`src/rtl/mips_ctrl_pkg.sv`:
```
// mips_ctrl_pkg: shared state, opcode and control-field encodings for the multi-cycle MIPS controller
package mips_ctrl_pkg;
    typedef enum logic [3:0] {
        FETCH, DECODE, EXEC_R, R_WB, ADDI_EX, ADDI_WB, BRANCH, JUMP,
        MEM_ADDR, MEM_RD, MEM_WB, MEM_WR, ILLEGAL
    } state_t;
    localparam logic [5:0] OP_RTYPE = 6'h00;
    localparam logic [5:0] OP_J     = 6'h02;
    localparam logic [5:0] OP_BEQ   = 6'h04;
    localparam logic [5:0] OP_BNE   = 6'h05;
    localparam logic [5:0] OP_ADDI  = 6'h08;
    localparam logic [5:0] OP_LW    = 6'h23;
    localparam logic [5:0] OP_SW    = 6'h2b;
    localparam logic [1:0] ALU_ADD   = 2'b00;
    localparam logic [1:0] ALU_SUB   = 2'b01;
    localparam logic [1:0] ALU_FUNCT = 2'b10;
    localparam logic [1:0] SRCB_B     = 2'b00;
    localparam logic [1:0] SRCB_INC   = 2'b01;
    localparam logic [1:0] SRCB_IMM   = 2'b10;
    localparam logic [1:0] SRCB_SHIFT = 2'b11;
    localparam logic [1:0] PC_ALU    = 2'b00;
    localparam logic [1:0] PC_ALUOUT = 2'b01;
    localparam logic [1:0] PC_JUMP   = 2'b10;
    function automatic state_t decode_next(input logic [5:0] op);
        case (op)
            OP_RTYPE:      return EXEC_R;
            OP_ADDI:       return ADDI_EX;
            OP_BEQ, OP_BNE: return BRANCH;
            OP_J:          return JUMP;
            OP_LW, OP_SW:  return MEM_ADDR;
            default:       return ILLEGAL;
        endcase
    endfunction
endpackage

```
`src/rtl/mips_ctrl_param_if.sv`:
```
// mips_ctrl_param_if: controller <-> datapath/memory signal bundle
interface mips_ctrl_param_if #(parameter int BEATS = 4);
    logic [5:0]       opcode_i;
    logic             mem_ready_i;
    logic [BEATS-1:0] ir_write;
    logic             pc_write;
    logic             branch;
    logic             branch_ne;
    logic [1:0]       pc_src;
    logic             iord;
    logic             mem_write;
    logic             alu_src_a;
    logic [1:0]       alu_src_b;
    logic [1:0]       alu_op;
    logic             reg_write;
    logic             reg_dst;
    logic             mem_to_reg;
    logic             fetch_en;
    logic             illegal;
    modport master (
        input  opcode_i, mem_ready_i,
        output ir_write, pc_write, branch, branch_ne, pc_src, iord, mem_write,
               alu_src_a, alu_src_b, alu_op, reg_write, reg_dst, mem_to_reg,
               fetch_en, illegal
    );
    modport slave (
        output opcode_i, mem_ready_i,
        input  ir_write, pc_write, branch, branch_ne, pc_src, iord, mem_write,
               alu_src_a, alu_src_b, alu_op, reg_write, reg_dst, mem_to_reg,
               fetch_en, illegal
    );
endinterface

```
`src/rtl/ctrl_beat_cnt.sv`:
```
// ctrl_beat_cnt: instruction-fetch beat counter, wraps after BEATS-1
module ctrl_beat_cnt #(
    parameter int BEATS = 4,
    localparam int CW = BEATS > 1 ? $clog2(BEATS) : 1
) (
    input  logic          clk,
    input  logic          rst,
    input  logic          clr,
    input  logic          inc,
    output logic [CW-1:0] count,
    output logic          last
);
    assign last = count == CW'(BEATS - 1);
    always_ff @(posedge clk) begin
        if (rst || clr) count <= '0;
        else if (inc) count <= last ? '0 : count + 1'b1;
    end
endmodule

```
`src/rtl/mips_ctrl_param.sv`:
```
// mips_ctrl_param: multi-cycle MIPS control FSM with a MEM_W-wide, BEATS-beat instruction fetch
module mips_ctrl_param
    import mips_ctrl_pkg::*;
#(
    parameter int MEM_W = 8,
    parameter int BEATS = 32 / MEM_W
) (
    input  logic clk_i_top,
    input  logic rst_i_top,
    mips_ctrl_param_if.master bus
);
    localparam int CW = BEATS > 1 ? $clog2(BEATS) : 1;
    state_t state, state_n, st;
    logic rst_q, rdy, last;
    logic [CW-1:0] beat;
    // the reset cycle and the one after it behave as a stalled FETCH beat 0
    assign rdy = bus.mem_ready_i & ~rst_i_top & ~rst_q;
    assign st  = rst_i_top ? FETCH : state;
    ctrl_beat_cnt #(.BEATS(BEATS)) u_beat (
        .clk(clk_i_top), .rst(rst_i_top), .clr(state != FETCH),
        .inc(state == FETCH && rdy), .count(beat), .last(last)
    );
    always_ff @(posedge clk_i_top) begin
        state <= rst_i_top ? FETCH : state_n;
        rst_q <= rst_i_top;
    end
    always_comb begin
        state_n = state;
        case (state)
            FETCH:    state_n = (rdy && last) ? DECODE : FETCH;
            DECODE:   state_n = decode_next(bus.opcode_i);
            EXEC_R:   state_n = R_WB;
            ADDI_EX:  state_n = ADDI_WB;
            MEM_ADDR: state_n = bus.opcode_i == OP_SW ? MEM_WR : MEM_RD;
            MEM_RD:   state_n = rdy ? MEM_WB : MEM_RD;
            MEM_WR:   state_n = rdy ? FETCH : MEM_WR;
            default:  state_n = FETCH;
        endcase
    end
    always_comb begin
        bus.ir_write   = '0;
        bus.pc_write   = 1'b0;
        bus.branch     = 1'b0;
        bus.branch_ne  = 1'b0;
        bus.pc_src     = PC_ALU;
        bus.iord       = 1'b0;
        bus.mem_write  = 1'b0;
        bus.alu_src_a  = 1'b0;
        bus.alu_src_b  = SRCB_B;
        bus.alu_op     = ALU_ADD;
        bus.reg_write  = 1'b0;
        bus.reg_dst    = 1'b0;
        bus.mem_to_reg = 1'b0;
        bus.fetch_en   = 1'b0;
        bus.illegal    = 1'b0;
        case (st)
            FETCH: begin
                bus.alu_src_b = SRCB_INC;
                bus.ir_write  = rdy ? BEATS'(1) << beat : '0;
                bus.pc_write  = rdy;
            end
            DECODE: begin
                bus.alu_src_b = SRCB_SHIFT;
                bus.fetch_en  = 1'b1;
            end
            EXEC_R: begin
                bus.alu_src_a = 1'b1;
                bus.alu_op    = ALU_FUNCT;
            end
            R_WB: begin
                bus.reg_dst   = 1'b1;
                bus.reg_write = 1'b1;
            end
            ADDI_EX, MEM_ADDR: begin
                bus.alu_src_a = 1'b1;
                bus.alu_src_b = SRCB_IMM;
            end
            ADDI_WB: bus.reg_write = 1'b1;
            BRANCH: begin
                bus.alu_src_a = 1'b1;
                bus.alu_op    = ALU_SUB;
                bus.pc_src    = PC_ALUOUT;
                bus.branch    = bus.opcode_i == OP_BEQ;
                bus.branch_ne = bus.opcode_i == OP_BNE;
            end
            JUMP: begin
                bus.pc_write = 1'b1;
                bus.pc_src   = PC_JUMP;
            end
            MEM_RD: bus.iord = 1'b1;
            MEM_WB: begin
                bus.reg_write  = 1'b1;
                bus.mem_to_reg = 1'b1;
            end
            MEM_WR: begin
                bus.iord      = 1'b1;
                bus.mem_write = 1'b1;
            end
            ILLEGAL: bus.illegal = 1'b1;
            default: bus.illegal = 1'b0;
        endcase
    end
endmodule

```
`src/flat_wrapper.sv`:
```
// flat-port wrapper written by rule: the top's interface ports become plain ports
module mips_ctrl_param_flat import mips_ctrl_pkg::*;
#(
    parameter int MEM_W = 8,
    parameter int BEATS = 32 / MEM_W
)
  (clk_i_top, rst_i_top, bus_opcode_i, bus_mem_ready_i, bus_ir_write, bus_pc_write, bus_branch, bus_branch_ne, bus_pc_src, bus_iord, bus_mem_write, bus_alu_src_a, bus_alu_src_b, bus_alu_op, bus_reg_write, bus_reg_dst, bus_mem_to_reg, bus_fetch_en, bus_illegal);
  mips_ctrl_param_if #(.BEATS(BEATS)) bus_i ();
  input  logic clk_i_top;
  input  logic rst_i_top;
  input wire logic [$bits(bus_i.opcode_i)-1:0] bus_opcode_i;
  input wire logic [$bits(bus_i.mem_ready_i)-1:0] bus_mem_ready_i;
  output wire logic [$bits(bus_i.ir_write)-1:0] bus_ir_write;
  output wire logic [$bits(bus_i.pc_write)-1:0] bus_pc_write;
  output wire logic [$bits(bus_i.branch)-1:0] bus_branch;
  output wire logic [$bits(bus_i.branch_ne)-1:0] bus_branch_ne;
  output wire logic [$bits(bus_i.pc_src)-1:0] bus_pc_src;
  output wire logic [$bits(bus_i.iord)-1:0] bus_iord;
  output wire logic [$bits(bus_i.mem_write)-1:0] bus_mem_write;
  output wire logic [$bits(bus_i.alu_src_a)-1:0] bus_alu_src_a;
  output wire logic [$bits(bus_i.alu_src_b)-1:0] bus_alu_src_b;
  output wire logic [$bits(bus_i.alu_op)-1:0] bus_alu_op;
  output wire logic [$bits(bus_i.reg_write)-1:0] bus_reg_write;
  output wire logic [$bits(bus_i.reg_dst)-1:0] bus_reg_dst;
  output wire logic [$bits(bus_i.mem_to_reg)-1:0] bus_mem_to_reg;
  output wire logic [$bits(bus_i.fetch_en)-1:0] bus_fetch_en;
  output wire logic [$bits(bus_i.illegal)-1:0] bus_illegal;
  assign bus_i.opcode_i = bus_opcode_i;
  assign bus_i.mem_ready_i = bus_mem_ready_i;
  assign bus_ir_write = bus_i.ir_write;
  assign bus_pc_write = bus_i.pc_write;
  assign bus_branch = bus_i.branch;
  assign bus_branch_ne = bus_i.branch_ne;
  assign bus_pc_src = bus_i.pc_src;
  assign bus_iord = bus_i.iord;
  assign bus_mem_write = bus_i.mem_write;
  assign bus_alu_src_a = bus_i.alu_src_a;
  assign bus_alu_src_b = bus_i.alu_src_b;
  assign bus_alu_op = bus_i.alu_op;
  assign bus_reg_write = bus_i.reg_write;
  assign bus_reg_dst = bus_i.reg_dst;
  assign bus_mem_to_reg = bus_i.mem_to_reg;
  assign bus_fetch_en = bus_i.fetch_en;
  assign bus_illegal = bus_i.illegal;
  mips_ctrl_param #(.MEM_W(MEM_W), .BEATS(BEATS)) u_core (.clk_i_top(clk_i_top), .rst_i_top(rst_i_top), .bus(bus_i));
endmodule
```
`config.mk`:
```
export PLATFORM = sky130hd
export DESIGN_NAME = mips_ctrl_param_flat
export DESIGN_NICKNAME = d
export VERILOG_FILES = /design/src/rtl/mips_ctrl_pkg.sv /design/src/rtl/mips_ctrl_param_if.sv /design/src/rtl/ctrl_beat_cnt.sv /design/src/rtl/mips_ctrl_param.sv /design/src/flat_wrapper.sv
export SDC_FILE = /design/constraint.sdc
export NUM_CORES = 1
export LEC_CHECK = 0
export CORE_MARGIN = 1.5
export CORE_UTILIZATION = 47
export CTS_BUF_LIST = sky130_fd_sc_hd__clkbuf_8
export DETAILED_ROUTE_END_ITERATION = 8
export GPL_TIMING_DRIVEN = 1
export MAX_ROUTING_LAYER = met4
export PLACE_DENSITY_LB_ADDON = 0.05
export REMOVE_ABC_BUFFERS = 1
export SKIP_CTS_REPAIR_TIMING = 1
export SYNTH_ARGS = -nofsm -noshare
export SYNTH_HDL_FRONTEND = slang
export SYNTH_HIERARCHICAL = 1
export SYNTH_SLANG_ARGS = --single-unit
export TNS_END_PERCENT = 20
```
`constraint.sdc`:
```
create_clock -name clk_i_top -period 3.89 [get_ports clk_i_top]
set_input_delay 0.778 -clock clk_i_top [delete_from_list [all_inputs] [get_ports clk_i_top]]
set_output_delay 0.778 -clock clk_i_top [all_outputs]
set_load 0.02 [all_outputs]
```
* Word level (Yosys, flattened, before mapping)
Cells that the tools add are included.
Storage, ports and cells: word-level logic and storage cells 71, input bits 9, register bits after elaboration 7, output and inout bits 21
Cells by class: bitwise operators 4, shifts and indexed selects 1, reductions and logical operators 13, equality and inequality tests 25, muxes and demuxes 24, add/sub/neg operators 1
Operators by type and width (number):
- equality test 4 bit (second input constant) | 8
- case mux 4 bit (7 select lines) | 1
- equality test 4 x 3 -> 1 bit (second input constant) | 5
- case mux 4 bit (5 select lines) | 1
- two-way mux 4 bit | 4
- equality test 4 x 2 -> 1 bit (second input constant) | 3
- equality test 6 x 3 -> 1 bit (second input constant) | 2
- equality test 6 bit (second input constant) | 2
- two-way mux 1 bit | 11
- equality test 4 x 1 -> 1 bit (second input constant) | 2
- logical NOT 4 bit | 2
- case mux 2 bit (2 select lines) | 2
- OR reduction 2 bit | 4
- equality test 6 x 2 -> 1 bit (second input constant) | 1
- equality test 6 x 4 -> 1 bit (second input constant) | 1
- logical NOT 6 bit | 1
- two-way mux 2 bit | 3
- case mux 2 bit (3 select lines) | 1
- nonzero test 4 bit | 1
- OR reduction 4 bit | 1
- << shifter 1 x 2 -> 4 bit (first input constant) | 1
- OR reduction 3 bit | 1
- adder 2 x 1 -> 2 bit (second input constant) | 1
- bitwise AND 1 bit | 2
- other kinds (5) | 7

* Depth between registers and ports, before layout
Gate-level depths: netlist of the first run.
word-level depth 6, mapped depth 6, depth with buffers taken out 4

* By module
The synthesis of the first run kept the hierarchy.
Modules (own cells, without submodules):
- mips_ctrl_param | cells each 95, instances 1, area each 651.9 um^2
- ctrl_beat_cnt | cells each 8, instances 1, area each 95.1 um^2

* Least setup slack after synthesis of the first run
Ideal clock, no wire load.
path kind input port to output port, from input rst_i_top, to output bus_ir_write[1], path slack 1298 ps, cell stages on the path 4, buffers on the path 0, data required time 3112 ps, arrival 1814 ps, cells stage by stage or3b_4 -> nor4_4 -> nand2_1 -> nor2_1
Between the ends: longest elaborated chain between the ends 5, elaborated cells between the ends (all ways) 7, classes of those cells mux (3); bitwise (3); reduce/logical (1)
RTL lines:
- start, declared | line flat_wrapper.sv:10 | input logic rst_i_top;
- NOT 1 bit | line mips_ctrl_param.sv:17 | assign rdy = bus.mem_ready_i & ~rst_i_top & ~rst_q;
- bitwise AND 1 bit (2 in series) | line mips_ctrl_param.sv:17
- two-way mux 4 bit | line mips_ctrl_param.sv:59 | bus.ir_write = rdy ? BEATS'(1) << beat : '0;
- two-way mux 4 bit * | line mips_ctrl_param.sv:56 | case (st)
- end, declared | line flat_wrapper.sv:13 | output wire logic [$bits(bus_i.ir_write)-1:0] bus_ir_write;
Mark *: on every way between the ends. The rest lies on a longest branch, timed or not.

* Worst setup path after layout of the first run
from input bus_mem_ready_i, to output bus_ir_write[2]
Between the ends: longest elaborated chain between the ends 4
RTL lines:
- start, declared | line flat_wrapper.sv:12 | input wire logic [$bits(bus_i.mem_ready_i)-1:0] bus_mem_ready_i;
- bitwise AND 1 bit (2 in series) | line mips_ctrl_param.sv:17
- two-way mux 4 bit | line mips_ctrl_param.sv:59
- two-way mux 4 bit | line mips_ctrl_param.sv:56
No other way between the ends.

==> impl_metrics.csv, run 1 <==
group,metric,value,unit
status,status,"finished, final reports clean",
clock_tree,cts_tree,"done",
critical_path,path_buf_inv,2,
layout,nets,140,
drt,first_pass_iters,4,
floorplan,ios,30,
sta,clock.fmax,279,MHz
synth,synth_flop_cell,"dfxtp_1",
global_route,grt_max_degree,21,
min_path,holdPathEnd,"u_core/u_beat/count[0]",
power,peakVddDrop,0.000295,V
drt,drc_errors,0,
power,power_density,256,mW/mm^2
drt,ant_nets,0,
synth,synthArstFlopShare,0,
layout,fill_cells,125,
global_route,grt_usage,0.239,
layout,seq_area,140,sq um
drt,via_count,849,
layout,instances_no_fill,145,
sta,final.setup.tns,0,ns
place,port_buffers,29,
synth,syn_area,747,sq um
global_route,grt_overflow_total,0,
global_route,grt_antenna_before_repair,0,
layout,drive_gt1_frac,0.0775,
synth,yosysTopAreaCell,"dfxtp_1",
clock_tree,clockBufferDepth,2,
floorplan,die_area,0.00184,sq mm
clock_tree,clk_latency,0.22,ns
sta,skew,0.00219,ns
place,dp_hpwl,1340,microns
critical_path,reg2reg_from,"u_core/state[3]",
synth,ys_seq_area_frac,0.188,
synth,yosys-top-cells-count,"12 x nor2_1, 10 x nor3_1, 7 x a21oi_1, 7 x dfxtp_1, 7 x nand2_1",
sta,drv_slew,0,
sta,period_share,0.922,
synth,ys_types,43,
place,dp_cells,141,
sta,fin_ws,0.304,ns
floorplan,start_util,0.502,
synth,syn_area_per_cell,7.25,sq um
min_path,min_path_cells,2,
clock_tree,clk_pin_slew,0.04,ns
sta,worst_slew_pin_slew,0.688,ns
synth,synth.ff_latch_count,7,
critical_path,cpPeakStageDelay,0.61,ns
critical_path,cpMostUsedCell,"clkdlybuf4s50_1",
layout,area_growth,42.9,%
synth,yosysWarnings,6,
floorplan,coreArea,0.00149,sq mm
floorplan,rows,14,
synth,synth_edf_count,0,
place,place_area,0.00102,sq mm
critical_path,cp_max_fo,7,
clock_tree,cts.sinks,7,
synth,yosysMostFrequentCell,"nor2_1",
synth,synth.area.top_cells,"dfxtp_1 19%, nor3_1 6.7%, nor2_1 6.0%",
critical_path,path_class,"input pin to output port",
layout,multi_input_comb_area,561,sq um
critical_path,rr_endpoint,"u_core/u_beat/count[0]",
clock_tree,htreeDepth,1,
drt,avgRoutedWirePerCell,13.3,microns
synth,yosysTopAreaCellShare,0.188,
global_route,grt_pass1_vias,682,
global_route,grt_pass1_wl,3230,microns
sta,rsz0062_at_grt,"false",
critical_path,crit_path_end_kind,"output port",
critical_path,crit_family,"buffers and inverters",
critical_path,path_cells,"clkdlybuf4s50_1, or3b_4, nor4_4, nand2_1, nor2_1, clkdlybuf4s50_1",
critical_path,slowest_stage,"clkdlybuf4s50_1",
sta,min_period,3.59,ns
min_path,min_from,"u_core/u_beat/count[0]",
run,maxCapViolations,0,
critical_path,cp.required,3.11,ns
floorplan,die_h,42.9,microns
clock_tree,cts_root_buf,"clkbuf_8",
sta,setup_violations,0,
min_path,hold_path_class,"flip-flop to flip-flop",
sta,hold_viol,0,
floorplan,die_x,42.9,microns
critical_path,cp-start-kind,"input pin",
place,post-place-ws,0.310,ns
drt,finalWirelength,1930,microns
critical_path,cp.arrival,2.81,ns
layout,diodes,0,
power,leakagePower,0.384,nW
layout,final_area,0.00107,sq mm
critical_path,r2r_cells,4,
drt,vias_per_cell,5.86,
clock_tree,cts_made_buffers,3,
layout,fin_util,0.717,
synth,synth_cells,103,
place,place.gp.congestion,0.782,
drt,drt-initial-drc-count,28,
critical_path,reg2reg_slack,2.00,ns
sta,max_slew_margin,0.541,
-- worst max-delay path by stage --
| stage | slack (ns) | end | startpoint | cells past startpoint |
|---|---|---|---|---|
| final | 0.30 | bus_ir_write[2] | bus_mem_ready_i | 6 |
| after global routing | 0.16 | bus_ir_write[2] | bus_mem_ready_i | 6 |
| after CTS | 0.29 | bus_ir_write[2] | bus_mem_ready_i | 6 |
| after detailed placement | 0.31 | bus_ir_write[2] | bus_mem_ready_i | 6 |
| after global placement | 0.41 | bus_ir_write[3] | bus_mem_ready_i | 5 |
| after floorplan | 1.30 | bus_ir_write[1] | rst_i_top | 4 |
-- metrics by stage --
stage | hold WS, ns | power, mW
after floorplan | 0.532 | 0.141
after global placement | 0.566 | 0.175
after detailed placement | 0.590 | 0.177
after CTS | 0.596 | 0.275
after global routing | 0.632 | 0.292
final | 0.594 | 0.273
-- final cells by class --
| class | instances | area share |
|---|---|---|
| multi-input combinational | 87 | 0.525 |
| timing repair buffer | 30 | 0.279 |
| clock inverter | 1 | 0.00352 |
| inverter | 1 | 0.00352 |
| sequential | 7 | 0.131 |
| tap | 16 | 0.0188 |
| clock buffer | 3 | 0.0387 |
-- registers in the layout (all words and copies together) (netlist names) --
name / count
u_core/state: 4
u_core/u_beat/count: 2
u_core/rst_q: 1
-- layer usage --
metal,global-route usage,part of all wire
met5,-,0
met4,0.0375,0
met3,0.0638,0.058
met2,0.355,0.51
met1,0.329,0.44
-- where the power goes --
| part | internal [mW] | total (mW) | switching, mW |
|---|---|---|---|
| combinational | 0.0414 | 0.0850 | 0.0436 |
| sequential | 0.0771 | 0.0920 | 0.0149 |
| clock | 0.0679 | 0.0961 | 0.0282 |
| total | 0.186 | 0.273 | 0.0867 |
-- logic make-up (layout without fill, tap and decap cells) --
kind of cell,count (synthesis),after routing,synth area share
xor+xnor,1,1,0.0117
buf+inv,9,35,0.0620
mux,1,1,0.0134
compound gates,24,24,0.213
fa+ha+maj,1,1,0.0167
simple gates,60,60,0.496
flops,7,7,0.188
-- cells in the final DEF, fill, tap and decap left out, types with 2 or more instances in the layout --
| cell | n |
|---|---|
| a211oi_1 | 2 |
| a21oi_1 | 7 |
| and3_1 | 4 |
| and3b_1 | 2 |
| clkbuf_8 | 3 |
| clkdlybuf4s50_1 | 29 |
| dfxtp_1 | 7 |
| inv_1 | 2 |
| nand2_1 | 7 |
| nand2b_1 | 3 |
| nand4b_1 | 2 |
| nor2_1 | 12 |
| nor2b_1 | 4 |
| nor3_1 | 10 |
| nor4_1 | 2 |
| o21ai_0 | 2 |
| o21ai_1 | 4 |
| o21bai_1 | 2 |
| or2_1 | 2 |
-- worst min-delay path, cell delays in order, from the launching register on --
cell and delay [ns]:
dfxtp_1 0.36, nand2b_1 0.12, a211oi_2 0.07
Power figures use the tool's default switching activity.
==> inputs of run 2 (changes only) <==
CAP_MARGIN = 20   (was not set)
CORE_MARGIN = 2   (was 1.5)
==> impl_metrics.csv, run 2 (synthesis gave the netlist of run 1 again) <==
group,metric,value,unit
drt,first_pass_iters,4,
clock_tree,cts_root_buf,"clkbuf_8",
floorplan,start_util,0.496,
clock_tree,clk_pin_slew,0.04,ns
critical_path,cpMostUsedCell,"clkdlybuf4s50_1",
critical_path,reg2reg_from,"u_core/state[3]",
place,place.gp.congestion,0.850,
sta,min_period,3.56,ns
layout,nets,141,
clock_tree,htreeDepth,1,
floorplan,coreArea,0.00151,sq mm
sta,period_share,0.915,
run,maxCapViolations,0,
layout,instances_no_fill,146,
global_route,grt_usage,0.225,
place,port_buffers,29,
critical_path,cp_max_fo,7,
critical_path,reg2reg_slack,2.03,ns
sta,worst_slew_pin_slew,0.665,ns
place,dp_cells,142,
power,leakagePower,0.389,nW
layout,largestRegisters,"u_core/state: 4 flops, u_core/u_beat/count: 2 flops, u_core/rst_q: 1 flops",
sta,final.setup.tns,0,ns
min_path,hold_path_class,"flip-flop to flip-flop",
floorplan,die_area,0.00192,sq mm
layout,top_register,"u_core/state",
clock_tree,clk_latency,0.23,ns
layout,drive_gt1_frac,0.0846,
critical_path,r2r_cells,4,
global_route,grt_max_degree,21,
global_route,grt_pass1_vias,707,
place,place_area,0.00103,sq mm
floorplan,die_x,43.9,microns
min_path,min_path_cells,2,
floorplan,die_h,43.9,microns
global_route,grt_pass1_wl,3160,microns
clock_tree,cts_tree,"done",
clock_tree,cts.sinks,7,
critical_path,crit_family,"buffers and inverters",
layout,layout_common_cells,"29 x clkdlybuf4s50_1, 12 x nor2_1, 10 x nor3_1",
critical_path,cp.arrival,2.78,ns
sta,hold_viol,0,
drt,vias_per_cell,5.76,
drt,via_count,841,
clock_tree,cts_made_buffers,3,
global_route,grt_overflow_total,0,
sta,drv_slew,0,
layout,largest_register_ffs,4,
sta,setup_violations,0,
critical_path,cpPeakStageDelay,0.61,ns
sta,rsz0062_at_grt,"false",
min_path,holdPathEnd,"u_core/u_beat/count[0]",
critical_path,slowest_stage,"clkdlybuf4s50_1",
place,dp_hpwl,1440,microns
power,peakVddDrop,0.000387,V
drt,finalWirelength,1860,microns
critical_path,path_cells,"clkdlybuf4s50_1, or3b_4, nor4_4, nand2_1, nor2_1, clkdlybuf4s50_1",
floorplan,ios,30,
sta,max_slew_margin,0.556,
power,power_density,257,mW/mm^2
critical_path,path_buf_inv,2,
clock_tree,clockBufferDepth,2,
layout,layout_commonest_cell,"clkdlybuf4s50_1",
drt,avgRoutedWirePerCell,12.7,microns
min_path,min_from,"u_core/u_beat/count[0]",
status,status,"finished, final reports clean",
critical_path,crit_path_end_kind,"output port",
drt,drc_errors,0,
sta,skew,0.00689,ns
critical_path,cp-start-kind,"input pin",
critical_path,rr_endpoint,"u_core/u_beat/count[0]",
drt,drt-initial-drc-count,13,
layout,area_growth,43.9,%
sta,clock.fmax,281,MHz
layout,diodes,0,
critical_path,cp.required,3.11,ns
layout,final_area,0.00107,sq mm
global_route,grt_antenna_before_repair,0,
critical_path,path_class,"input pin to output port",
drt,ant_nets,0,
floorplan,rows,14,
[run 2: layout make-up]
type                    count  area [sq um]
flip-flops and latches      7           140
repair buffers             31           305
well taps                  16          20.0
multi-input cells          87           561
clock buffers               3          41.3
clock inverters             1          3.75
inverters                   1          3.75
fillers                   132           432
[run 2: worst register-to-register path, cell delays in order, from the launching register on]
cell,delay [ns]
dfxtp_1,0.43
or2_1,0.39
nor4_4,0.39
or3b_1,0.41
a211oi_2,0.17
[run 2: report_power, final]
part | internal, mW | switching (mW)
logic | 0.0416 | 0.0436
registers | 0.0771 | 0.0140
clock network | 0.0682 | 0.0316
[run 2: routing by layer]
layer	GRT usage	vias up	wire length (microns)
met5	-	-	0
met4	0.0727	0	40
met3	0.0542	4	103
met2	0.353	24	887
met1	0.284	374	827
li1	-	439	-
[run 2: worst max-delay path by stage]
stage,from,end,depth (start not counted)
6_report,bus_mem_ready_i,bus_ir_write[1],6
5_1_grt,bus_mem_ready_i,bus_ir_write[2],6
3_5_place_dp,bus_mem_ready_i,bus_ir_write[1],6
2_1_floorplan,rst_i_top,bus_ir_write[1],4
3_3_place_gp,bus_mem_ready_i,bus_ir_write[3],5
4_1_cts,bus_mem_ready_i,bus_ir_write[1],6
[run 2: per-stage QoR]
step | hold WS (ns) | utilization | total power [mW] | setup WS [ns]
2_1_floorplan | 0.532 | - | 0.141 | 1.30
3_3_place_gp | 0.570 | 0.684 | 0.176 | 0.380
3_5_place_dp | 0.572 | 0.684 | 0.177 | 0.307
4_1_cts | 0.579 | 0.713 | 0.280 | 0.308
5_1_grt | 0.624 | 0.713 | 0.294 | 0.160
6_report | 0.577 | 0.713 | 0.276 | 0.330
